**src/rtl/wt_l15_req_queue_if.sv**
```systemverilog
// Request/issue/return bundle between the dcache, the L1.5 request queue and
// the L1.5. The queue uses the slave modport; the dcache/L1.5 side uses master.
interface wt_l15_req_queue_if #(
    parameter int TID_W   = 2,
    parameter int ADDR_W  = 40,
    parameter int MAX_OUT = 4
);
    localparam int OUT_W = $clog2(MAX_OUT + 1);

    logic              req_valid_i;
    logic              req_ready_o;
    logic              req_we_i;
    logic [ADDR_W-1:0] req_addr_i;
    logic [1:0]        req_size_i;
    logic [63:0]       req_wdata_i;
    logic [TID_W-1:0]  req_tid_i;

    logic              l15_val_o;
    logic              l15_req_ack_i;
    logic              l15_rqtype_o;
    logic [ADDR_W-1:0] l15_address_o;
    logic [1:0]        l15_size_o;
    logic [63:0]       l15_data_o;
    logic [TID_W-1:0]  l15_threadid_o;

    logic              rtn_val_i;
    logic [OUT_W-1:0]  outstanding_o;
    logic              empty_o;

    modport slave (
        input  req_valid_i, req_we_i, req_addr_i, req_size_i, req_wdata_i, req_tid_i,
        input  l15_req_ack_i, rtn_val_i,
        output req_ready_o, l15_val_o, l15_rqtype_o, l15_address_o, l15_size_o,
        output l15_data_o, l15_threadid_o, outstanding_o, empty_o
    );

    modport master (
        output req_valid_i, req_we_i, req_addr_i, req_size_i, req_wdata_i, req_tid_i,
        output l15_req_ack_i, rtn_val_i,
        input  req_ready_o, l15_val_o, l15_rqtype_o, l15_address_o, l15_size_o,
        input  l15_data_o, l15_threadid_o, outstanding_o, empty_o
    );
endinterface

```
**src/rtl/wt_l15_req_queue.sv**
```systemverilog
// Write-through dcache -> L1.5 request queue: in-order FIFO, two-state issue
// FSM with a registered head copy, and an outstanding-credit counter.
// Optional macro WT_L15_BYTE_SWAP_EN: byte-reverse the formatted store data
// for a big-endian L1.5; default build leaves it little-endian.
module wt_l15_req_queue #(
    parameter int DEPTH   = 4,
    parameter int TID_W   = 2,
    parameter int MAX_OUT = 4,
    parameter int ADDR_W  = 40
) (
    input logic              clk_i,
    input logic              rst_i,
    wt_l15_req_queue_if.slave bus
);
    localparam int PTR_W = $clog2(DEPTH);
    localparam int CNT_W = PTR_W + 1;
    localparam int OUT_W = $clog2(MAX_OUT + 1);
    localparam logic [CNT_W-1:0] DEPTH_V   = CNT_W'(DEPTH);
    localparam logic [OUT_W-1:0] MAX_OUT_V = OUT_W'(MAX_OUT);

    typedef struct packed {
        logic              we;
        logic [ADDR_W-1:0] addr;
        logic [1:0]        size;
        logic [63:0]       data;
        logic [TID_W-1:0]  tid;
    } req_t;

    typedef enum logic {IDLE, SEND} state_t;

    req_t             mem [DEPTH];
    logic [PTR_W-1:0] wptr, rptr;
    logic [CNT_W-1:0] cnt;
    logic [OUT_W-1:0] out_q;
    state_t           state, state_nxt;
    req_t             head_q, head_nxt;
    logic             push, pop, ack, rtn_dec;

    // Replicate the access into all lanes; loads carry no data.
    function automatic logic [63:0] fmt_data(logic we, logic [1:0] size, logic [63:0] d);
        logic [63:0] rep;
        logic [63:0] swp;
        rep = d;
        swp = '0;
        if (!we) return 64'd0;
        case (size)
            2'd0:    rep = {8{d[7:0]}};
            2'd1:    rep = {4{d[15:0]}};
            2'd2:    rep = {2{d[31:0]}};
            default: rep = d;
        endcase
`ifdef WT_L15_BYTE_SWAP_EN
        for (int i = 0; i < 8; i++) swp[8*i +: 8] = rep[8*(7-i) +: 8];
        return swp;
`else
        return rep;
`endif
    endfunction

    assign push    = bus.req_valid_i && bus.req_ready_o;
    // Ready depends only on occupancy, never on a same-cycle pop.
    assign bus.req_ready_o = (cnt < DEPTH_V);
    assign rtn_dec = bus.rtn_val_i && (out_q != '0);

    // FIFO storage; contents need no reset since cnt gates every read.
    always_ff @(posedge clk_i) begin
        if (push) begin
            mem[wptr] <= '{we: bus.req_we_i, addr: bus.req_addr_i, size: bus.req_size_i,
                           data: bus.req_wdata_i, tid: bus.req_tid_i};
        end
    end

    // FIFO pointers and occupancy.
    always_ff @(posedge clk_i or posedge rst_i) begin
        if (rst_i) begin
            wptr <= '0;
            rptr <= '0;
            cnt  <= '0;
        end else begin
            if (push) wptr <= wptr + PTR_W'(1);
            if (pop)  rptr <= rptr + PTR_W'(1);
            case ({push, pop})
                2'b10:   cnt <= cnt + CNT_W'(1);
                2'b01:   cnt <= cnt - CNT_W'(1);
                default: cnt <= cnt;
            endcase
        end
    end

    // Issue FSM state register.
    always_ff @(posedge clk_i or posedge rst_i) begin
        if (rst_i) state <= IDLE;
        else       state <= state_nxt;
    end

    // Issue FSM: leave IDLE only with a queued request and a free credit;
    // ack is only meaningful while a request is presented.
    always_comb begin
        state_nxt = state;
        pop       = 1'b0;
        ack       = 1'b0;
        case (state)
            IDLE: if (cnt != '0 && out_q < MAX_OUT_V) begin
                state_nxt = SEND;
                pop       = 1'b1;
            end
            SEND: if (bus.l15_req_ack_i) begin
                state_nxt = IDLE;
                ack       = 1'b1;
            end
            default: state_nxt = IDLE;
        endcase
    end

    // Formatted copy of the FIFO head, captured when it is popped.
    always_comb begin
        head_nxt      = mem[rptr];
        head_nxt.data = fmt_data(mem[rptr].we, mem[rptr].size, mem[rptr].data);
    end

    // Registered head keeps the L1.5 fields stable for the whole SEND phase.
    always_ff @(posedge clk_i or posedge rst_i) begin
        if (rst_i)    head_q <= '0;
        else if (pop) head_q <= head_nxt;
    end

    // Outstanding credits: ack adds one, a return removes one, saturating at 0.
    always_ff @(posedge clk_i or posedge rst_i) begin
        if (rst_i) begin
            out_q <= '0;
        end else begin
            case ({ack, rtn_dec})
                2'b10:   out_q <= out_q + OUT_W'(1);
                2'b01:   out_q <= out_q - OUT_W'(1);
                default: out_q <= out_q;
            endcase
        end
    end

    assign bus.l15_val_o      = (state == SEND);
    assign bus.l15_rqtype_o   = head_q.we;
    assign bus.l15_address_o  = head_q.addr;
    assign bus.l15_size_o     = head_q.size;
    assign bus.l15_data_o     = head_q.data;
    assign bus.l15_threadid_o = head_q.tid;
    assign bus.outstanding_o  = out_q;
    assign bus.empty_o        = (cnt == '0) && (out_q == '0);
endmodule
```
**src/flat_wrapper.sv**
```systemverilog
// flat-port wrapper written by rule: the top's interface ports become plain ports
module wt_l15_req_queue_flat 
#(
    parameter int DEPTH   = 4,
    parameter int TID_W   = 2,
    parameter int MAX_OUT = 4,
    parameter int ADDR_W  = 40
)
  (clk_i, rst_i, bus_req_valid_i, bus_req_we_i, bus_req_addr_i, bus_req_size_i, bus_req_wdata_i, bus_req_tid_i, bus_l15_req_ack_i, bus_rtn_val_i, bus_req_ready_o, bus_l15_val_o, bus_l15_rqtype_o, bus_l15_address_o, bus_l15_size_o, bus_l15_data_o, bus_l15_threadid_o, bus_outstanding_o, bus_empty_o);
  wt_l15_req_queue_if #(.TID_W(TID_W), .ADDR_W(ADDR_W), .MAX_OUT(MAX_OUT)) bus_i ();
  input logic clk_i;
  input logic rst_i;
  input wire logic [$bits(bus_i.req_valid_i)-1:0] bus_req_valid_i;
  input wire logic [$bits(bus_i.req_we_i)-1:0] bus_req_we_i;
  input wire logic [$bits(bus_i.req_addr_i)-1:0] bus_req_addr_i;
  input wire logic [$bits(bus_i.req_size_i)-1:0] bus_req_size_i;
  input wire logic [$bits(bus_i.req_wdata_i)-1:0] bus_req_wdata_i;
  input wire logic [$bits(bus_i.req_tid_i)-1:0] bus_req_tid_i;
  input wire logic [$bits(bus_i.l15_req_ack_i)-1:0] bus_l15_req_ack_i;
  input wire logic [$bits(bus_i.rtn_val_i)-1:0] bus_rtn_val_i;
  output wire logic [$bits(bus_i.req_ready_o)-1:0] bus_req_ready_o;
  output wire logic [$bits(bus_i.l15_val_o)-1:0] bus_l15_val_o;
  output wire logic [$bits(bus_i.l15_rqtype_o)-1:0] bus_l15_rqtype_o;
  output wire logic [$bits(bus_i.l15_address_o)-1:0] bus_l15_address_o;
  output wire logic [$bits(bus_i.l15_size_o)-1:0] bus_l15_size_o;
  output wire logic [$bits(bus_i.l15_data_o)-1:0] bus_l15_data_o;
  output wire logic [$bits(bus_i.l15_threadid_o)-1:0] bus_l15_threadid_o;
  output wire logic [$bits(bus_i.outstanding_o)-1:0] bus_outstanding_o;
  output wire logic [$bits(bus_i.empty_o)-1:0] bus_empty_o;
  assign bus_i.req_valid_i = bus_req_valid_i;
  assign bus_i.req_we_i = bus_req_we_i;
  assign bus_i.req_addr_i = bus_req_addr_i;
  assign bus_i.req_size_i = bus_req_size_i;
  assign bus_i.req_wdata_i = bus_req_wdata_i;
  assign bus_i.req_tid_i = bus_req_tid_i;
  assign bus_i.l15_req_ack_i = bus_l15_req_ack_i;
  assign bus_i.rtn_val_i = bus_rtn_val_i;
  assign bus_req_ready_o = bus_i.req_ready_o;
  assign bus_l15_val_o = bus_i.l15_val_o;
  assign bus_l15_rqtype_o = bus_i.l15_rqtype_o;
  assign bus_l15_address_o = bus_i.l15_address_o;
  assign bus_l15_size_o = bus_i.l15_size_o;
  assign bus_l15_data_o = bus_i.l15_data_o;
  assign bus_l15_threadid_o = bus_i.l15_threadid_o;
  assign bus_outstanding_o = bus_i.outstanding_o;
  assign bus_empty_o = bus_i.empty_o;
  wt_l15_req_queue #(.DEPTH(DEPTH), .TID_W(TID_W), .MAX_OUT(MAX_OUT), .ADDR_W(ADDR_W)) u_core (.clk_i(clk_i), .rst_i(rst_i), .bus(bus_i));
endmodule
```
**config.mk**
```make
export PLATFORM = sky130hd
export DESIGN_NAME = wt_l15_req_queue_flat
export DESIGN_NICKNAME = d
export VERILOG_FILES = /design/src/rtl/wt_l15_req_queue_if.sv /design/src/rtl/wt_l15_req_queue.sv /design/src/flat_wrapper.sv
export SDC_FILE = /design/constraint.sdc
export NUM_CORES = 1
export LEC_CHECK = 0
export CAP_MARGIN = 5
export CORE_ASPECT_RATIO = 1.75
export CORE_MARGIN = 2
export CORE_UTILIZATION = 56
export DETAILED_ROUTE_END_ITERATION = 6
export PLACE_DENSITY = 0.79
export SLEW_MARGIN = 20
export SYNTH_ARGS = -nofsm -noshare
export SYNTH_HDL_FRONTEND = slang
export SYNTH_SLANG_ARGS = --single-unit
export TNS_END_PERCENT = 5
```
**constraint.sdc**
```tcl
create_clock -name clk_i -period 4.1 [get_ports clk_i]
set_input_delay 0.615 -clock clk_i [delete_from_list [all_inputs] [get_ports clk_i]]
set_output_delay 0.615 -clock clk_i [all_outputs]
set_load 0.02 [all_outputs]
```
=== Word level (Yosys, flattened, before mapping) ===
Memory sizes are Yosys's and may differ from the RTL's.
Cells that the tools add are included.

* Memories kept: 1
* Register bits: 120
* Bits in writable memories: 436
* Bits of input ports: 114

{| class="wikitable"
|+ Memory list
! name !! depth !! width !! rd ports !! clocked after memory_dff !! wr ports !! RTL line !! source
|-
| u_core.mem || 4 || 109 || 1 || 0 || 1 || wt_l15_req_queue.sv:31 || <nowiki>req_t mem [DEPTH];</nowiki>
|}

* Magnitude comparators: 2
* Eq/ne operators: 6
* Bitwise gates (word level): 1
* Mux-type cells: 12
* Reductions and logical operators: 11
* Add/sub/neg operators: 6

{| class="wikitable"
|+ Operator list
! cell !! count
|-
| case mux 64 bit (3 select lines) || 1
|-
| 2-to-1 mux 64 bit || 1
|-
| case mux 3 bit (2 select lines) || 2
|-
| 2-to-1 mux 1 bit || 7
|-
| adder 3 x 1 -> 3 bit, second input constant || 2
|-
| equality test 2 x 1 -> 1 bit, second input constant || 3
|-
| equality test 2 bit, second input constant || 3
|-
| logical NOT 3 bit || 2
|-
| less-than comparator 3 bit, second input constant || 2
|-
| nonzero test 3 bit || 2
|-
| subtractor 3 x 1 -> 3 bit, second input constant || 2
|-
| adder 2 x 1 -> 2 bit, second input constant || 2
|-
| logical AND 1 bit || 4
|-
| nonzero test 2 bit || 2
|-
| logical NOT 2 bit || 1
|-
| case mux 1 bit (2 select lines) || 1
|-
| NOT 1 bit || 1
|}

=== Longest topological paths before layout ===
Gate-level depths: netlist of the first run.

* Word-level depth: 6
* Depth in mapped cells: 11
* Depth with buffers taken out: 9

=== Worst setup path after synthesis of the first run ===
Ideal clock, no wire load.

* Kind: input port to flip-flop
* Start: in bus_req_valid_i
* End: mem u_core.mem[2][0] (netlist bit), enable pin
* Setup slack: 0.118 ns
* Path buffers: 1
* Arrival time: 3.501 ns
* Library setup time: 0.480 ns
* Cell stages on the path: 3
* Path through: nor2b_1 > clkbuf_1 > and2_1

* Cells in the longest elaborated chain, start to end: 3

{| class="wikitable"
|+ Ends and longest elaborated chain
! element !! RTL line !! source
|-
| start, declared || flat_wrapper.sv:13 || <nowiki>input wire logic [$bits(bus_i.req_valid_i)-1:0] bus_req_valid_i;</nowiki>
|-
| logical AND 1 bit || wt_l15_req_queue.sv:60 || <nowiki>assign push = bus.req_valid_i && bus.req_ready_o;</nowiki>
|-
| 2-to-1 mux 1 bit || wt_l15_req_queue.sv:67 || <nowiki>if (push) begin</nowiki>
|-
| 2-to-1 mux 1 bit (implied by the code) || wt_l15_req_queue.sv:68 || <nowiki>mem[wptr] <= '{we: bus.req_we_i, addr: bus.req_addr_i, size: bus.req_size_i,</nowiki>
|-
| end, declared || wt_l15_req_queue.sv:31 ||
|}

No other way between the ends.

=== Worst setup path after layout of the first run ===
* Start: reg u_core.cnt[0]
* End: out bus_empty_o

* Cells in the longest elaborated chain, start to end: 2

{| class="wikitable"
|+ Ends and longest elaborated chain
! element !! RTL line !! source
|-
| start, declared || wt_l15_req_queue.sv:33 || <nowiki>logic [CNT_W-1:0] cnt;</nowiki>
|-
| start signal, assigned || wt_l15_req_queue.sv:83 || <nowiki>2'b10: cnt <= cnt + CNT_W'(1);</nowiki>
|-
| start signal, assigned || wt_l15_req_queue.sv:84 || <nowiki>2'b01: cnt <= cnt - CNT_W'(1);</nowiki>
|-
| start signal, assigned || wt_l15_req_queue.sv:85 || <nowiki>default: cnt <= cnt;</nowiki>
|-
| logical NOT 3 bit || wt_l15_req_queue.sv:147 || <nowiki>assign bus.empty_o = (cnt == '0) && (out_q == '0);</nowiki>
|-
| logical AND 1 bit || wt_l15_req_queue.sv:147 ||
|-
| end, declared || flat_wrapper.sv:29 || <nowiki>output wire logic [$bits(bus_i.empty_o)-1:0] bus_empty_o;</nowiki>
|}

No other way between the ends.

==> flow_summary.ini, run 1 <==
[job]
cap_violations = 0

[cts]
htreeDepth = 2
cts-buffers-inserted = 46
root_buffer = clkbuf_16
insertion_delay_ns = 0.57
postCtsSetupBuffers = 0
clock_path_buffers = 3
cts_tree = done
clkSinkCount = 556
ctsResizeCount = 0
clkTransAtPathRegs_ns = 0.07
holdBufCountCts = 0

[detailed_routing]
wl_met3_um = 2908
route.met2.wl_um = 24510
drtPass1Iterations = 5
vias = 10790
highest_layer = met5
finalWirelength_um = 45960
wl_per_cell_um = 25.32
routedLengthMet1_um = 16900
drc = 0
drt_iter0_drc = 864
drt-vias-per-instance = 5.944
ant_nets = 0

[worst_setup_path]
worstReg2RegEnd = u_core.bus.l15_data_o[49]
worstPathRequired_ns = 3.48
cp_data_arrival_time_ns = 2.39
crit_path_start_kind = flop
cpPeakStageDelay_ns = 0.66
r2r_cells = 5
r2r_slack_ns = 1.25
r2r_start = u_core.rptr[1]
crit_chain = or3_1 -> nor4_1 -> clkdlybuf4s50_1
critPathMaxFanout = 4
critPathSlowestCell = clkdlybuf4s50_1
cp-end-kind = output port
crit_type = reg -> out

[die]
die_h_um = 261.6
fp.dieArea_mm2 = 0.03956
row_count = 94
io_pins = 229
initial_core_util_pct = 56.60
die_w_um = 151.2
core_mm2 = 0.03752

[hold_path]
hold_path.class = reg -> reg
min_from = u_core.bus.l15_rqtype_o
min_path_cells = 2
hold-path-endpoint = u_core.bus.l15_rqtype_o

[sta]
worstMarginPinSlew_ns = 0.8852
setup_violations = 0
clock_skew_ns = 0.02558
min_period_ns = 3.008
drv_slew = 0
timing.setup.tns_ns = 0
slew_headroom_pct = 40.99
timing.fmax_ghz = 0.3324
fin_ws_ns = 1.092
final_hold_viol_count = 0
grt_setup_unrepaired = no
period_share_pct = 73.37

[synth]
syn_nets = 1178
synth_warnings = 0
syn_inst = 1056
yosys_register_bits = 556
synth_seq_area_share_pct = 75.80
ys_types = 42
netlist_area_mm2 = 0.02124
postSynthAreaPerCell_um2 = 20.11
synth_async_sr_flop_share_pct = 21.58
synth_ff_type = edfxtp_1
synth_edf_count = 436

[placement]
gp_congestion = 0.7707
port_buffers = 228
dp_slack_ns = 1.194
place_area_mm2 = 0.02406
dp_hpwl_um = 29110

[cells_and_area]
fin_area_mm2 = 0.02565
nets = 1417
seq_area_mm2 = 0.01610
drive_above_1_share_pct = 20.21
area_delta_synth_final_pct = 20.77
fill_cells = 2310
multi_input_area_mm2 = 0.004770

[global_route]
grt_util_all_layers_pct = 23.82
grt_pass1_wl_um = 68980
grt_pass1_vias = 11320
overflow = 0
grt_start_max_net_pins = 110
antenna_found_initial = 4

[power]
powerDensity_mw_per_mm2 = 744.7
power.leakage_nw = 8.902
ir_drop_mv = 0.5246
power.total_mw = 19.10

[status]
status = completed
## sequential cells by signal (all words and copies together) (netlist names)
signal,flops
u_core.bus.l15_data_o,64
u_core.cnt,3
u_core.bus.outstanding_o,3
u_core.wptr,2
u_core.bus.l15_threadid_o,2
u_core.mem,436
u_core.bus.l15_rqtype_o,1
u_core.bus.l15_val_o,1
u_core.bus.l15_address_o,40
u_core.bus.l15_size_o,2
u_core.rptr,2
## worst max-delay path, delay by kind of cell, from the launching register on
kind | cells | cell delay (ns)
flip-flops | 1 | 0.40
buffers and inverters | 1 | 0.66
AND/OR/NAND/NOR | 2 | 0.77
## power breakdown
part | internal [mW] | switching [mW]
clock | 2.62 | 1.91
sequential | 7.30 | 0.519
combinational | 3.10 | 3.65
total | 13.0 | 6.08
## layout make-up
cell class / instances / area share, %
flip-flops and latches: 556 / 62.79
diodes: 4 / 0.03903
clock buffers: 68 / 5.454
well taps: 480 / 2.342
multi-input cells: 430 / 18.60
repair buffers: 248 / 9.875
clock inverters: 16 / 0.6928
inverters: 13 / 0.2098
## worst max path at each step
stage / from / to / slack, ns / depth (start not counted)
final: u_core.cnt[0] / bus_empty_o / 1.09 / 3
after global routing: u_core.cnt[0] / bus_empty_o / 0.99 / 3
after CTS: u_core.cnt[0] / bus_empty_o / 1.07 / 3
after detailed placement: bus_req_valid_i / u_core.mem[2][22] / 1.19 / 4
after global placement: bus_req_valid_i / u_core.mem[2][80] / 1.22 / 4
after floorplan: bus_req_valid_i / u_core.mem[2][0] / 0.12 / 3
## placed cells by master, fill, tap and decap left out, types with 6 or more instances in the layout
master and instances:
mux4_2 105, inv_1 11, o21ai_0 45, clkbuf_1 10, buf_4 12, a211oi_1 12, o21ai_1 9, edfxtp_1 436
and2_1 7, nand2_1 59, mux2i_1 18, or2_2 16, or3b_1 7, ha_1 6, a21o_1 7, clkinv_2 6
nor2b_1 9, a21oi_1 8, o211ai_1 7, clkbuf_8 8, xnor2_1 6, clkbuf_16 50, o311a_1 7, dfrtp_1 118
mux2_2 49, clkdlybuf4s50_1 228, a22o_1 16, nor2_1 10, buf_12 8
## cells in the mapped netlist (7+ instances only)
| cell type | number | share of area [%] |
|---|---|---|
| dfrtp_1 | 120 | 14 |
| mux2_2 | 49 | 2.6 |
| nor2b_1 | 9 | 0.27 |
| o311a_1 | 7 | 0.33 |
| a211oi_1 | 12 | 0.42 |
| a21o_1 | 7 | 0.25 |
| nand2_1 | 60 | 1.1 |
| buf_2 | 15 | 0.35 |
| o21ai_0 | 45 | 1.1 |
| or2_2 | 16 | 0.47 |
| buf_1 | 9 | 0.16 |
| or3b_1 | 7 | 0.29 |
| mux2i_1 | 18 | 0.85 |
| edfxtp_1 | 436 | 62 |
| mux4_2 | 105 | 11 |
| o211ai_1 | 7 | 0.25 |
| a22o_1 | 16 | 0.66 |
| inv_1 | 13 | 0.23 |
| o21ai_1 | 9 | 0.21 |
| a21oi_1 | 8 | 0.19 |
| and2_1 | 11 | 0.32 |
| buf_6 | 8 | 0.42 |
| nor2_1 | 10 | 0.18 |
| clkbuf_1 | 18 | 0.32 |
## per-stage QoR
| step | hold WS (ns) | instances | utilization (%) |
|---|---|---|---|
| after floorplan | 0.4612 | 1056 | - |
| after global placement | 0.4614 | 1727 | 64.13 |
| after detailed placement | 0.4659 | 1727 | 64.13 |
| after CTS | 0.4823 | 1811 | 68.33 |
| after global routing | 0.5028 | 1813 | 68.34 |
| final | 0.4781 | 1815 | 68.36 |
## cells by family after synthesis
group	share of synthesized area, %
AND/OR/NAND/NOR	2.764
XOR/XNOR	0.3712
AO/OA/AOI/OAI	3.647
multiplexers	15.08
flip-flops	75.80
adder cells (fa/ha/maj)	0.5421
buffers and inverters	1.803
## routing by layer
metal	global-route usage, %	vias up
li1	-	4693
met1	30.50	5602
met2	40.50	398
met3	4.704	93
met4	9.138	2
met5	0	-
(Power assumes the default switching activity.)
==> inputs of run 2 (changes only) <==
clock period = 3 ns   (was 4.1 ns; I/O delays follow)
==> run 2 against run 1 <==
  * Register-to-register slack worse by 0.81 ns
  * Die area unchanged
  * Sequential share of layout area about the same
  * Critical path type unchanged
==> flow_summary.ini, run 2 (synthesized netlist as in run 1, its figures left out) <==
[die]
fp.dieArea_mm2 = 0.03956
core_mm2 = 0.03752
row_count = 94
io_pins = 229
die_w_um = 151.2
initial_core_util_pct = 56.60
die_h_um = 261.6

[cells_and_area]
top_register = u_core.mem
largest_reg_flops = 436
layout_commonest_cell = edfxtp_1
final_cell_mix = edfxtp_1, clkdlybuf4s50_1, dfrtp_1, mux4_2, nand2_1
nets = 1433
area_delta_synth_final_pct = 20.79
drive_above_1_share_pct = 21.04

[detailed_routing]
finalWirelength_um = 47170
drc = 0
drtPass1Iterations = 5
vias = 10860
drt-vias-per-instance = 5.940
drt_iter0_drc = 842
ant_nets = 0
wl_per_cell_um = 25.79

[cts]
ctsResizeCount = 0
clkTransAtPathRegs_ns = 0.07
clock_path_buffers = 3
cts_tree = done
htreeDepth = 2
postCtsSetupBuffers = 0
insertion_delay_ns = 0.55
root_buffer = clkbuf_16
cts-buffers-inserted = 45
holdBufCountCts = 0
clkSinkCount = 556

[global_route]
overflow = 0
grt_start_max_net_pins = 80
grt_pass1_wl_um = 69980
antenna_found_initial = 6
grt_util_all_layers_pct = 24.35
grt_pass1_vias = 11440

[worst_setup_path]
worstPathRequired_ns = 2.55
worstReg2RegEnd = u_core.bus.l15_data_o[60]
crit_chain = or3_1 -> nor4_1 -> clkdlybuf4s50_1
crit_path_start_kind = flop
cp-end-kind = output port
cp_data_arrival_time_ns = 2.39
r2r_slack_ns = 0.44
r2r_cells = 4
worst-path-buf-inv = 1
r2r_start = u_core.rptr[0]
cpPeakStageDelay_ns = 0.66
critPathSlowestCell = clkdlybuf4s50_1
crit_family = simple AND/OR/NAND/NOR gates
crit_type = reg -> out
critPathMaxFanout = 4

[sta]
setup_violations = 0
drv_slew = 0
timing.fmax_ghz = 0.3526
slew_headroom_pct = 42.62
min_period_ns = 2.836
timing.setup.tns_ns = 0
final_hold_viol_count = 0
clock_skew_ns = 0.02674
worstMarginPinSlew_ns = 0.8607
grt_setup_unrepaired = no
period_share_pct = 94.53

[hold_path]
hold_path.class = in -> async

[power]
clock_power_share_pct = 21.8
switching_share_pct = 32.56
ir_drop_mv = 0.6694
p_comb_share_pct = 36.7
power.total_mw = 25.80
internal-power_mw = 17.40
power.leakage_nw = 8.927
powerDensity_mw_per_mm2 = 1006
p_sw_mw = 8.402
seqPwrFrac_pct = 41.5

[status]
status = completed

[placement]
dp_hpwl_um = 31360
port_buffers = 228
gp_congestion = 0.8262

[job]
cap_violations = 0
==> run 2: area by class of cell <==
class                      count  area [um2]
sequential                   556       16100
fill                        2330       11870
multi-input combinational    430        4770
timing repair buffer         265        2723
clock buffer                  58        1247
tap                          480       600.6
clock inverter                23       143.9
inverter                      13       53.80
antenna                        4       10.01
==> run 2: power by group through the flow <==
| stage | Combinational (mW) | Clock [mW] | Sequential [mW] |
|---|---|---|---|
| 5_1_grt | 10.1 | 6.01 | 10.8 |
| 3_3_place_gp | 9.35 | 0 | 10.8 |
| 4_1_cts | 9.58 | 5.71 | 10.7 |
| 6_report | 9.48 | 5.62 | 10.7 |
| 3_5_place_dp | 9.52 | 0 | 10.9 |
| 2_1_floorplan | 5.39 | 0 | 11.4 |
==> run 2: worst reg2reg max path, cell delays in order (launching register included) <==
cell and delay (ns):
dfrtp_4 0.60, mux4_2 0.61, and3_1 0.74, o311a_1 0.38
a22o_1 0.17
==> run 2: routing by layer <==
| metal | wire length [um] | vias to the layer above | GRT usage, % |
|---|---|---|---|
| met5 | 16 | - | 0 |
| met4 | 1759 | 2 | 10.20 |
| met3 | 2837 | 90 | 4.233 |
| met2 | 25200 | 396 | 42.14 |
| met1 | 17350 | 5652 | 30.39 |
| li1 | - | 4724 | - |
==> run 2: metrics by stage <==
stage	instance area [um2]	instances	setup WS (ns)	hold slack (ns)	utilization, %
2_1_floorplan	21240	1056	-0.8164	0.4612	-
3_3_place_gp	24250	1744	0.5104	0.4595	64.63
3_5_place_dp	24250	1744	0.4734	0.4738	64.63
4_1_cts	25640	1825	0.1196	0.2083	68.34
5_1_grt	25650	1829	0.1088	0.2162	68.37
6_report	25650	1829	0.1641	0.2180	68.37
==> run 2: worst max-delay path by stage <==
| stage | from | endpoint | cells past startpoint |
|---|---|---|---|
| floorplan | bus_req_valid_i | u_core.mem[0][0] | 3 |
| global placement | u_core.rptr[0] | u_core.bus.l15_data_o[59] | 5 |
| detailed placement | u_core.rptr[0] | u_core.bus.l15_data_o[60] | 4 |
| CTS | u_core.cnt[0] | bus_empty_o | 3 |
| global route | u_core.cnt[0] | bus_empty_o | 3 |
| finish | u_core.cnt[0] | bus_empty_o | 3 |
